`config.mk`:
```
export PLATFORM = sky130hd
export DESIGN_NAME = adder_pipe
export DESIGN_NICKNAME = d
export VERILOG_FILES = /design/src/rtl/adder_pipe_pkg.sv /design/src/rtl/adder_chunk.sv /design/src/rtl/adder_pipe.sv
export SDC_FILE = /design/constraint.sdc
export NUM_CORES = 1
export LEC_CHECK = 0
export CAP_MARGIN = 20
export CORE_UTILIZATION = 45
export DETAILED_ROUTE_END_ITERATION = 10
export PLACE_DENSITY = 0.73
export RECOVER_POWER = 25
export SYNTH_ARGS = -nofsm -noshare
export SYNTH_HDL_FRONTEND = slang
export SYNTH_SLANG_ARGS = --single-unit
```
`constraint.sdc`:
```
create_clock -name i_clk -period 5.6 [get_ports i_clk]
set_input_delay 1.4 -clock i_clk [delete_from_list [all_inputs] [get_ports i_clk]]
set_output_delay 1.4 -clock i_clk [all_outputs]
set_load 0.005 [all_outputs]
```
`src/rtl/adder_pipe_pkg.sv`:
```
// adder_pipe_pkg
// Shared constants and helpers for the pipelined adder/subtractor.
//   DEFAULT_WIDTH / DEFAULT_STAGES : default operand width and pipeline depth
//   faResult_t                     : result of a single full-adder cell
//   chunkWidth()                   : bits handled by each pipeline stage
//   widthDivisible()               : legality check on the WIDTH/STAGES pair
//   fullAdder()                    : one-bit full-adder cell
package adder_pipe_pkg;

  localparam int DEFAULT_WIDTH  = 32;
  localparam int DEFAULT_STAGES = 4;

  typedef struct packed {
    logic carry;
    logic sum;
  } faResult_t;

  function automatic int chunkWidth(input int width, input int stages);
    return width / stages;
  endfunction

  function automatic bit widthDivisible(input int width, input int stages);
    return (stages > 0) && ((width % stages) == 0);
  endfunction

  function automatic faResult_t fullAdder(input logic a, input logic b, input logic cIn);
    faResult_t r;
    r.sum   = a ^ b ^ cIn;
    r.carry = (a & b) | (cIn & (a ^ b));
    return r;
  endfunction

endpackage

```
`src/rtl/adder_chunk.sv`:
```
// adder_chunk
// Combinational ripple-carry adder for one pipeline chunk, built from
// full-adder cells.
//   a_i, b_i : chunk operands (b_i already conditioned for subtract)
//   c_i      : carry into bit 0
//   sum_o    : chunk sum
//   cout_o   : carry out of the chunk MSB
//   cmsb_o   : carry into the chunk MSB, used for signed overflow
module adder_chunk
  import adder_pipe_pkg::*;
#(
  parameter int WIDTH = 8
) (
  input  logic [WIDTH-1:0] a_i,
  input  logic [WIDTH-1:0] b_i,
  input  logic             c_i,
  output logic [WIDTH-1:0] sum_o,
  output logic             cout_o,
  output logic             cmsb_o
);

  // Ripple the carry LSB to MSB through one full-adder cell per bit. The
  // carry entering the top bit is captured on the way so the final stage
  // can form the overflow flag without a second adder.
  always_comb begin : rippleProc
    logic      carry;
    faResult_t fa;
    carry  = c_i;
    fa     = '0;
    sum_o  = '0;
    cmsb_o = 1'b0;
    for (int i = 0; i < WIDTH; i++) begin
      if (i == WIDTH - 1) begin
        cmsb_o = carry;
      end
      fa       = fullAdder(a_i[i], b_i[i], carry);
      sum_o[i] = fa.sum;
      carry    = fa.carry;
    end
    cout_o = carry;
  end

endmodule

```
`src/rtl/adder_pipe.sv`:
```
// adder_pipe
// Pipelined ripple-carry adder/subtractor with valid/ready handshake. The
// WIDTH-bit operation is split into STAGES chunks; stage k adds chunk k using
// the carry registered by stage k-1, so no stage ripples more than CHUNK bits.
//   i_clk, i_rst        : clock, synchronous active-high reset
//   i_valid, o_ready    : operand handshake
//   i_a, i_b            : operands
//   i_c_in              : carry-in (add) / borrow-in (subtract)
//   i_sub               : 0 = A + B + c_in, 1 = A - B - borrow_in
//   o_valid, i_ready    : result handshake
//   o_sum, o_cout, o_ovf: result, carry out of MSB (1 = no borrow when
//                         subtracting), signed overflow
module adder_pipe
  import adder_pipe_pkg::*;
#(
  parameter int WIDTH  = DEFAULT_WIDTH,
  parameter int STAGES = DEFAULT_STAGES
) (
  input  logic             i_clk,
  input  logic             i_rst,
  input  logic             i_valid,
  output logic             o_ready,
  input  logic [WIDTH-1:0] i_a,
  input  logic [WIDTH-1:0] i_b,
  input  logic             i_c_in,
  input  logic             i_sub,
  output logic             o_valid,
  input  logic             i_ready,
  output logic [WIDTH-1:0] o_sum,
  output logic             o_cout,
  output logic             o_ovf
);

  localparam int CHUNK = chunkWidth(WIDTH, STAGES);

  if (!widthDivisible(WIDTH, STAGES)) begin : gBadParams
    $error("adder_pipe: WIDTH must be a non-zero multiple of STAGES");
  end

  logic             en;
  logic             accept;
  logic             cinCond;
  logic [WIDTH-1:0] bCond;

  // Per-stage registers. Operand copies travel with the partial sum so each
  // stage finds its own chunk of A and B' still waiting for it.
  logic             validQ [STAGES];
  logic             validD [STAGES];
  logic [WIDTH-1:0] aQ     [STAGES];
  logic [WIDTH-1:0] aD     [STAGES];
  logic [WIDTH-1:0] bQ     [STAGES];
  logic [WIDTH-1:0] bD     [STAGES];
  logic [WIDTH-1:0] sumQ   [STAGES];
  logic [WIDTH-1:0] sumD   [STAGES];
  logic             carryQ [STAGES];
  logic             carryD [STAGES];
  logic             ovfQ   [STAGES];
  logic             ovfD   [STAGES];

  logic [CHUNK-1:0] chunkA    [STAGES];
  logic [CHUNK-1:0] chunkB    [STAGES];
  logic             chunkCin  [STAGES];
  logic [CHUNK-1:0] chunkSum  [STAGES];
  logic             chunkCout [STAGES];
  logic             chunkCmsb [STAGES];

  // The whole pipe advances together: it may move whenever the output slot
  // is empty or being drained this cycle. Subtraction is A + ~B + ~borrow.
  assign en      = !o_valid || i_ready;
  assign o_ready = en && !i_rst;
  assign accept  = i_valid && o_ready;
  assign bCond   = i_sub ? ~i_b : i_b;
  assign cinCond = i_c_in ^ i_sub;

  // Select what each chunk adder sees: stage 0 works straight off the
  // conditioned inputs, later stages off the previous stage's registers.
  always_comb begin
    chunkA[0]   = i_a[CHUNK-1:0];
    chunkB[0]   = bCond[CHUNK-1:0];
    chunkCin[0] = cinCond;
    for (int k = 1; k < STAGES; k++) begin
      chunkA[k]   = aQ[k-1][k*CHUNK +: CHUNK];
      chunkB[k]   = bQ[k-1][k*CHUNK +: CHUNK];
      chunkCin[k] = carryQ[k-1];
    end
  end

  for (genvar k = 0; k < STAGES; k++) begin : gChunk
    adder_chunk #(
      .WIDTH(CHUNK)
    ) uChunk (
      .a_i   (chunkA[k]),
      .b_i   (chunkB[k]),
      .c_i   (chunkCin[k]),
      .sum_o (chunkSum[k]),
      .cout_o(chunkCout[k]),
      .cmsb_o(chunkCmsb[k])
    );
  end

  // Next-state for every stage: forward operands, valid and the lower sum
  // chunks already finished, then drop this stage's chunk sum into place.
  always_comb begin
    aD[0]               = i_a;
    bD[0]               = bCond;
    validD[0]           = accept;
    sumD[0]             = '0;
    sumD[0][CHUNK-1:0]  = chunkSum[0];
    for (int k = 1; k < STAGES; k++) begin
      aD[k]                      = aQ[k-1];
      bD[k]                      = bQ[k-1];
      validD[k]                  = validQ[k-1];
      sumD[k]                    = sumQ[k-1];
      sumD[k][k*CHUNK +: CHUNK]  = chunkSum[k];
    end
    for (int k = 0; k < STAGES; k++) begin
      carryD[k] = chunkCout[k];
      ovfD[k]   = chunkCmsb[k] ^ chunkCout[k];
    end
  end

  // Stage registers. A stall freezes everything; data registers only load
  // when a valid item is arriving so idle stages do not toggle.
  always_ff @(posedge i_clk) begin
    if (i_rst) begin
      for (int k = 0; k < STAGES; k++) begin
        validQ[k] <= 1'b0;
        aQ[k]     <= '0;
        bQ[k]     <= '0;
        sumQ[k]   <= '0;
        carryQ[k] <= 1'b0;
        ovfQ[k]   <= 1'b0;
      end
    end else if (en) begin
      for (int k = 0; k < STAGES; k++) begin
        validQ[k] <= validD[k];
        if (validD[k]) begin
          aQ[k]     <= aD[k];
          bQ[k]     <= bD[k];
          sumQ[k]   <= sumD[k];
          carryQ[k] <= carryD[k];
          ovfQ[k]   <= ovfD[k];
        end
      end
    end
  end

  assign o_valid = validQ[STAGES-1];
  assign o_sum   = sumQ[STAGES-1];
  assign o_cout  = carryQ[STAGES-1];
  assign o_ovf   = ovfQ[STAGES-1];

endmodule
```
==> reports/metrics.yaml <==
cts.sinks: 185
dp_hpwl_mm: 8.894
htree_levels: 4
hold_ws_ps: 568.6
skew_ps: 6.804
num_rows: 51
num-fill-cells: 1529
nets: 709
grt_pass1_vias: 4177
die_x_um: 143.0
cts-resized-gates: 0
worst_pin_slew_ps: 2008
holdPathStages: 1
grt_start_max_net_pins: 187
min-delay-start: "sumQ[2][19]"
tns_ps: 0
netlist_area_mm2: 0.008941
clk_path_buf_depth: 2
cp-start-kind: "primary input"
io-pin-count: 106
holdBufCountCts: 0
cts_buffers: 17
yosysSeqAreaShare: 0.6213
drtIter0Drc: 244
hold_viol: 0
drc: 0
power_mw: 3.093
path_class: "primary input to flop"
worstPathRequired_ps: 5730
synth-seq-cells: 185
start_util: 0.4594
maxCapViolations: 1
ir_worst_vdd_uv: 230.6
syn_avg_cell_area_um2: 17.16
syn_inst: 521
post_cts_buffers: 0
crit_fanout: 1
drtAntennaViolNets: 0
dr.pass1.iters: 7
drt_wl_total_mm: 13.36
setup_viol_count_final: 0
wl_per_cell_um: 15.13
fmax_mhz: 197.4
synth_nets: 623
hold_class: "flop to flop"
final_cell_area_mm2: 0.01060
placed_area_mm2: 0.01002
antenna_found_initial: 0
cts_tree: "built"
finalMaxSlewViolations: 42
r2r_start: "aQ[0][88]"
cts-root-buf: "clkbuf_16"
relSlewSlack: -0.3389
power_density_mw_per_mm2: 291.7
synth_cell_type_count: 19
period_minus_slack_ps: 5067
path_clk_slew_ps: 60
fin_crit_sh: 0.9048
rr_endpoint: "sumQ[3][31]"
status: "finished with violations"
drive_gt1_frac: 0.2557
gp_congestion: 0.7478
vias: 4212
cp-startpoint: "i_b[0]"
clkLatencyLatePin_ps: 420
area_delta_synth_final_pct: 18.58
numPortBuffers: 105
antenna-diode-count: 0
grt_pass1_wl_mm: 21.60
rsz0062_at_grt: "false"
end_kind: "flop"
leakage_nw: 3.607
avgViaCountPerCell: 4.770
fp.coreArea_mm2: 0.01946
globalRouteOverflowTotal: 0
yosys_warnings: 0
rrSetupSlack_ps: 1470
violations: "capacitance limit, slew limit"
dieArea_mm2: 0.02044
worstPathArrival_ps: 5190
worstRegToRegCells: 10
grtUsageTotal: 0.1408
holdPathEnd: "sumQ[3][19]"
die_h_um: 143.0
[layout by cell type, fill, tap and decap left out]
cell             instances
inv_6                    3
edfxtp_1               185
nor4b_1                  2
clkinv_1                 4
a21o_1                   3
nand2b_4                 2
nor3_1                   8
nor2_1                   5
nor3b_1                 52
inv_1                   26
clkdlybuf4s50_1         68
fa_1                    32
dlygate4sd3_1           36
a21o_2                   1
nor3b_2                 90
buf_2                    1
clkbuf_1                 2
xor2_1                   3
nor2b_4                  1
buf_8                    1
nand2b_2                 1
clkbuf_16               17
buf_4                    5
nor3_2                  29
buf_12                   2
bufinv_16                2
clkinvlp_4               2
nand2b_1                 3
xnor2_1                 31
clkinv_4                 1
[registers in the layout (all words and copies together) (netlist names)]
signal,flops
aQ,48
bQ,48
carryQ,4
ovfQ,1
sumQ,80
validQ,4
[cell usage after synthesis, drive strengths merged]
cell type  count  area share
nor3b        142        0.17
edfxtp       185        0.62
fa            32       0.072
inv           26       0.011
nor2           5      0.0021
xor2           3      0.0029
buf           42       0.040
nor4b          2      0.0020
clkbuf         5      0.0021
a21o           4      0.0034
nand2b         6      0.0059
nor2b          1     0.00070
xnor2         31       0.030
nor3          37       0.037
[stage by stage]
step                setup slack (ps)  utilization  cells
floorplan                      317.9            -    521
global placement               157.6       0.5148    851
detailed placement             105.7       0.5148    851
CTS                            548.1       0.5432    881
global route                   376.8       0.5448    883
finish                         533.3       0.5448    883
[power by group]
group          switching, mW  internal [mW]  total [mW]
sequential            0.0297           1.63        1.66
clock                  0.474          0.650        1.12
combinational          0.147          0.165       0.312
total                  0.651           2.44        3.09
[per-layer routing]
| metal | vias up | wire [um] | share of wire | GRT usage |
|---|---|---|---|---|
| met5 | - | 0 | 0 | 0 |
| li1 | 2055 | - | - | - |
| met2 | 81 | 6406 | 0.48 | 0.2151 |
| met1 | 2065 | 6192 | 0.46 | 0.1927 |
| met3 | 11 | 584 | 0.044 | 0.03353 |
| met4 | 0 | 181 | 0.014 | 0.05942 |
[kinds of logic after synthesis]
| group | count (synthesis) | share of synthesized area |
|---|---|---|
| AO/OA/AOI/OAI | 4 | 0.003359 |
| XOR/XNOR | 34 | 0.03331 |
| adder cells (fa/ha/maj) | 32 | 0.07165 |
| buffers and inverters | 73 | 0.05318 |
| flip-flops | 185 | 0.6213 |
| AND/OR/NAND/NOR | 193 | 0.2172 |
[how the worst max path moves through the flow]
stage | slack (ps) | end
after floorplan | 320 | sumQ[0][7]
after global placement | 160 | sumQ[0][7]
after detailed placement | 110 | sumQ[0][7]
after CTS | 550 | sumQ[0][7]
after global routing | 380 | sumQ[0][7]
final | 530 | sumQ[0][7]
[critical path, stage by stage]
cell             delay, ps
clkdlybuf4s50_1        420
xnor2_1                150
fa_1                   390
inv_1                   70
fa_1                   160
inv_1                   50
fa_1                   380
fa_1                   400
fa_1                   410
fa_1                   390
fa_1                   360
inv_1                   70
fa_1                   400
nor3b_1                140
[cell type report]
class	count	area [um2]	area share
clock buffers	18	429.2	0.04048
clock inverters	12	125.1	0.01180
inverters	26	97.59	0.009205
multi-input cells	263	2922	0.2755
flip-flops and latches	185	5555	0.5240
well taps	265	331.6	0.03127
repair buffers	114	1142	0.1077
No activity file was read; power rests on OpenSTA's default activity.
